===== config.mk =====
export PLATFORM = sky130hd
export DESIGN_NAME = axis_mult_arbiter
export DESIGN_NICKNAME = d
export VERILOG_FILES = /design/src/rtl/axis_mult_arbiter.sv
export SDC_FILE = /design/constraint.sdc
export NUM_CORES = 1
export LEC_CHECK = 0
export CORE_AREA = 2 2 276 278
export CTS_BUF_LIST = sky130_fd_sc_hd__clkbuf_4 sky130_fd_sc_hd__clkbuf_8
export DETAILED_ROUTE_END_ITERATION = 7
export DIE_AREA = 0 0 278 280
export DONT_BUFFER_PORTS = 1
export GPL_TIMING_DRIVEN = 0
export PLACE_DENSITY_LB_ADDON = 0.2
export SYNTH_ARGS = -nofsm -noshare
export SYNTH_HDL_FRONTEND = slang
export SYNTH_SLANG_ARGS = --single-unit

===== constraint.sdc =====
create_clock -name CLK -period 5.1 [get_ports CLK]
set_clock_uncertainty 0.2 [all_clocks]
set_input_delay 1.02 -clock CLK [delete_from_list [all_inputs] [get_ports CLK]]
set_output_delay 1.02 -clock CLK [all_outputs]
set_load 0.02 [all_outputs]

===== src/rtl/axis_mult_arbiter.sv =====
// Packet-granular round-robin arbiter sharing one AXI-Stream sample multiplier
// among NUM_CH streams; tags beats with latched weight and channel, with a beat watchdog.
module axis_mult_arbiter #(
   parameter int SDATA_WIDTH  = 128,
   parameter int WEIGHT_WIDTH = 8,
   parameter int NUM_CH       = 4,
   parameter int CH_W         = $clog2(NUM_CH),
   parameter int MAX_BEATS    = 256
) (
   input  logic                           CLK,
   input  logic                           resetn,
   input  logic [NUM_CH-1:0]              s_axis_tvalid,
   output logic [NUM_CH-1:0]              s_axis_tready,
   input  logic [NUM_CH*SDATA_WIDTH-1:0]  s_axis_tdata,
   input  logic [NUM_CH-1:0]              s_axis_tlast,
   input  logic [NUM_CH*WEIGHT_WIDTH-1:0] cfg_weight,
   output logic                           m_axis_tvalid,
   input  logic                           m_axis_tready,
   output logic [SDATA_WIDTH-1:0]         m_axis_tdata,
   output logic                           m_axis_tlast,
   output logic [CH_W-1:0]                m_axis_tdest,
   output logic [WEIGHT_WIDTH-1:0]        m_weight,
   output logic                           err_trunc,
   output logic [CH_W-1:0]                err_chan
);

   localparam int CNT_W = (MAX_BEATS > 1) ? $clog2(MAX_BEATS) : 1;

   typedef enum logic {IDLE, LOCKED} state_t;

   state_t                  state, state_nxt;
   logic [CH_W-1:0]         rr_ptr, grant, winner, grant_inc, idx;
   logic                    found;
   logic [WEIGHT_WIDTH-1:0] wgt_q;
   logic [CNT_W-1:0]        beat_cnt;
   logic                    out_free, accept, beat_last, wd_hit;

   assign out_free  = !m_axis_tvalid || m_axis_tready;
   assign accept    = (state == LOCKED) && s_axis_tvalid[grant] && out_free;
   assign beat_last = s_axis_tlast[grant];
   assign wd_hit    = (beat_cnt == CNT_W'(MAX_BEATS - 1));
   assign grant_inc = (int'(grant) == NUM_CH - 1) ? '0 : grant + 1'b1;

   // Round-robin search: first valid channel at or after rr_ptr, wrapping.
   always_comb begin
      // NOTE: every variable written here gets a default first so no latch is inferred.
      found  = 1'b0;
      winner = '0;
      idx    = '0;
      for (int i = 0; i < NUM_CH; i++) begin
         idx = CH_W'((int'(rr_ptr) + i) % NUM_CH);
         if (!found && s_axis_tvalid[idx]) begin
            found  = 1'b1;
            winner = idx;
         end
      end
   end

   always_ff @(posedge CLK or negedge resetn) begin
      // NOTE: sequential state uses non-blocking assignments so all flops update together.
      if (!resetn) state <= IDLE;
      else         state <= state_nxt;
   end

   always_comb begin
      state_nxt     = state;
      s_axis_tready = '0;
      case (state)
         IDLE: begin
            if (found) state_nxt = LOCKED;
         end
         LOCKED: begin
            s_axis_tready[grant] = out_free;
            if (accept && (beat_last || wd_hit)) state_nxt = IDLE;
         end
         default: state_nxt = IDLE;
      endcase
   end

   always_ff @(posedge CLK or negedge resetn) begin
      if (!resetn) begin
         rr_ptr   <= '0;
         grant    <= '0;
         wgt_q    <= '0;
         beat_cnt <= '0;
      end else begin
         if (state == IDLE && found) begin
            grant    <= winner;
            wgt_q    <= cfg_weight[int'(winner)*WEIGHT_WIDTH +: WEIGHT_WIDTH];
            beat_cnt <= '0;
         end
         if (accept) begin
            beat_cnt <= beat_cnt + 1'b1;
            if (beat_last || wd_hit) rr_ptr <= grant_inc;
         end
      end
   end

   // Output stage holds everything while the multiplier stalls.
   always_ff @(posedge CLK or negedge resetn) begin
      if (!resetn) begin
         m_axis_tvalid <= 1'b0;
         m_axis_tdata  <= '0;
         m_axis_tlast  <= 1'b0;
         m_axis_tdest  <= '0;
         m_weight      <= '0;
      end else if (accept) begin
         m_axis_tvalid <= 1'b1;
         m_axis_tdata  <= s_axis_tdata[int'(grant)*SDATA_WIDTH +: SDATA_WIDTH];
         m_axis_tlast  <= beat_last || wd_hit;
         m_axis_tdest  <= grant;
         m_weight      <= wgt_q;
      end else if (out_free) begin
         m_axis_tvalid <= 1'b0;
      end
   end

   // A watchdog hit coinciding with the real tlast is a normal termination.
   always_ff @(posedge CLK or negedge resetn) begin
      if (!resetn) begin
         err_trunc <= 1'b0;
         err_chan  <= '0;
      end else if (accept && wd_hit && !beat_last) begin
         err_trunc <= 1'b1;
         if (!err_trunc) err_chan <= grant;
      end
   end

endmodule


==> flow_metrics.env <==
export IMPL_cp_start_kind="flip-flop"
export IMPL_hpwl_um=34900
export IMPL_worst_ep_required_time_ns=3.88
export IMPL_path_cells="clkbuf_1 -> clkbuf_2 -> clkbuf_1 -> inv_1 -> ha_1 -> and3_1"
export IMPL_clock_fmax_mhz=217
export IMPL_min_period_ns=4.61
export IMPL_critPathKind="reg2out"
export IMPL_fin_nets=1469
export IMPL_yosysSeqAreaShare_pct=42.2
export IMPL_root_buffer="clkbuf_8"
export IMPL_setup_tns_ns=0
export IMPL_cts_tree="yes"
export IMPL_max_stage_delay_ns=0.61
export IMPL_drc=0
export IMPL_syn_inst=889
export IMPL_peakVddDrop_v=0.000205
export IMPL_synth_top_cell_area_share_pct=42.2
export IMPL_grt_pass1_wl_um=59200
export IMPL_rsz0062_at_grt="false"
export IMPL_cts_max_path_buffers=2
export IMPL_yosys_top_cells_count="433 x nand2_1, 164 x dfrtp_1, 130 x mux4_2"
export IMPL_p_switching_mw=3.77
export IMPL_yosys_most_used_dff="dfrtp_1"
export IMPL_firstDrtPassIters=4
export IMPL_wl_per_cell_um=22.9
export IMPL_hold_path_class="in2async"
export IMPL_comb_power_share_pct=44.5
export IMPL_path_buf_inv=4
export IMPL_globalplace_congestion=0.835
export IMPL_cts_resized=0
export IMPL_yosysWarnings=0
export IMPL_track_usage_pct=10.8
export IMPL_core_area_um2=75200
export IMPL_synth_area_um2=9730
export IMPL_finalCritPeriodShare_pct=90.3
export IMPL_initial_core_util_pct=12.9
export IMPL_slew_viol_final=0
export IMPL_yosys_top_cells_area="dfrtp_1 42%, mux4_2 30%, nand2_1 17%, mux2i_1 1.7%, buf_2 1.6%"
export IMPL_grt_start_max_net_pins=165
export IMPL_multiInputGateArea_um2=5250
export IMPL_antenna_found_initial=11
export IMPL_cp_slowest_cell="clkbuf_2"
export IMPL_ioPinCount=702
export IMPL_power_frac_clock_pct=15.1
export IMPL_synth_area_leader_cell="dfrtp_1"
export IMPL_slew_headroom_pct=32.1
export IMPL_finalPower_mw=7.68
export IMPL_synth_distinct_cells=33
export IMPL_status="finished, final reports clean"
export IMPL_drt_iter0_drc=487
export IMPL_drive_above_1_share_pct=23.4
export IMPL_wirelength_um=43600
export IMPL_num_rows=101
export IMPL_stdcell_area_um2=11400
export IMPL_worst_skew_pair_late_latency_ns=0.54
export IMPL_cts_sinks=164
export IMPL_via_per_inst=3.90
export IMPL_grt_overflow=0
export IMPL_num_vias=7426
export IMPL_place_area_um2=11000
export IMPL_synth_most_common_cell="nand2_1"
export IMPL_port_buffers=0
export IMPL_crit_arrival_ns=3.39
export IMPL_synth_edf_count=0
export IMPL_grt_pass1_vias=7766
export IMPL_cp_max_fo=10
export IMPL_clk_pin_slew_ns=0.10
export IMPL_synth_seq_cells=164
export IMPL_cpMostUsedCell="clkbuf_1"
export IMPL_timing_hold_violations_final=0
export IMPL_critPathTopFamily="buffers and inverters"
export IMPL_p_leak_nw=4.84
export IMPL_h_tree_depth=4
export IMPL_p_int_mw=3.90
export IMPL_seq_area_um2=4100
export IMPL_final_fill_count=8369
export IMPL_postSynthNetCount=1449
export IMPL_worstSetupEndpointType="primary output"
export IMPL_synthArstFlopShare_pct=100
export IMPL_synth_avg_cell_area_um2=10.9
export IMPL_fp_dieW_um=278
export IMPL_drv_cap=0
export IMPL_worst_slew_pin_slew_ns=1.02
export IMPL_p_per_area_nw_per_um2=671
export IMPL_ant_nets=0
export IMPL_setup_violations=0
export IMPL_p_seq_share_pct=40.3
export IMPL_cts_buffers=17
export IMPL_switching_share_pct=49.1
export IMPL_syn_to_final_growth_pct=17.6
export IMPL_die_h_um=280
export IMPL_die_area_um2=77800
==> timing repair <==
| item | CTS | global route |
|---|---|---|
| hold endpoints to repair | 164 | 0 |
| setup buffers | 0 | 0 |
| hold buffers | 1 | 0 |
==> metal layers <==
layer / wire length [um] / global-route usage, % / vias to the layer above
met2: 21800 / 18.1 / 442
li1: - / - / 3171
met3: 3600 / 3.66 / 34
met1: 17600 / 13.3 / 3773
met4: 512 / 2.66 / 6
met5: 37 / 0 / -
==> area by class of cell <==
class | instances | share of cell area, %
Multi-Input combinational cell | 656 | 45.9
Timing Repair Buffer | 1 | 0.241
Inverter | 2 | 0.0656
Tap cell | 978 | 10.7
Sequential cell | 164 | 35.9
Buffer | 67 | 3.25
Antenna cell | 5 | 0.109
Clock buffer | 20 | 2.41
Clock inverter | 12 | 1.47
==> kinds of logic (layout without fill, tap and decap cells) <==
family	count (synthesis)	in the layout	synth area share (%)
flops	164	164	42.2
other cells	0	5	0
fa+ha+maj	5	5	0.643
mux	150	150	32.2
buf+inv	69	102	3.88
simple gates	462	462	18.4
compound gates	38	38	2.56
xor+xnor	1	1	0.0900
==> cells in the final DEF (no fill, tap or decap), types with 2 or more instances in the layout <==
cell type	count
a21o_1	3
a21oi_1	2
and3_1	9
buf_1	2
buf_2	32
buf_4	3
buf_6	9
bufinv_16	3
clkbuf_1	20
clkbuf_8	20
clkinv_4	2
clkinvlp_4	2
dfrtp_1	164
diode_2	5
ha_1	5
inv_1	2
inv_6	2
inv_8	2
mux2_2	3
mux2i_1	17
mux4_2	130
nand2_1	433
nand2b_1	3
nand3_1	3
nor2_1	8
o21ai_0	19
o221ai_1	8
==> flip-flops by register name (all words and copies together), names as in the netlist, 2 cells and up <==
name and flops:
beat_cnt 8, err_chan 2, grant 2, m_axis_tdata 128, m_axis_tdest 2, m_weight 8, rr_ptr 2, wgt_q 8
==> path summary, 6_finish.rpt <==
check | to | from | cells past startpoint | slack (ns)
max in group asynchronous | m_axis_tdata[47] | resetn | 1 | 3.60
worst max-delay path | s_axis_tready[0] | grant[1] | 6 | 0.49
min in group CLK | m_weight[7] | wgt_q[7] | 2 | 0.29
worst min register to register | m_weight[7] | wgt_q[7] | 2 | 0.29
worst max register to register | rr_ptr[1] | grant[1] | 6 | 1.81
worst min-delay path | m_axis_tdata[112] | resetn | 1 | 0.28
==> power groups by stage <==
stage / registers (mW) / clock network, mW / logic (mW)
finish: 3.09 / 1.16 / 3.42
global route: 3.18 / 1.29 / 3.88
CTS: 3.13 / 1.26 / 3.57
detailed placement: 3.15 / 0 / 3.53
global placement: 3.16 / 0 / 3.49
floorplan: 2.87 / 0 / 2.58
==> stage by stage <==
step                instances  hold WS (ns)  setup WS, ns  utilization (%)
detailed placement       1867         0.265         0.874             14.6
global route             1903         0.281         0.162             15.2
global placement         1867         0.268         0.307             14.6
finish                   1905         0.278         0.494             15.2
CTS                      1900         0.272         0.204             15.2
floorplan                 889         0.239          2.20                -
No activity file was read; power rests on OpenSTA's default activity.
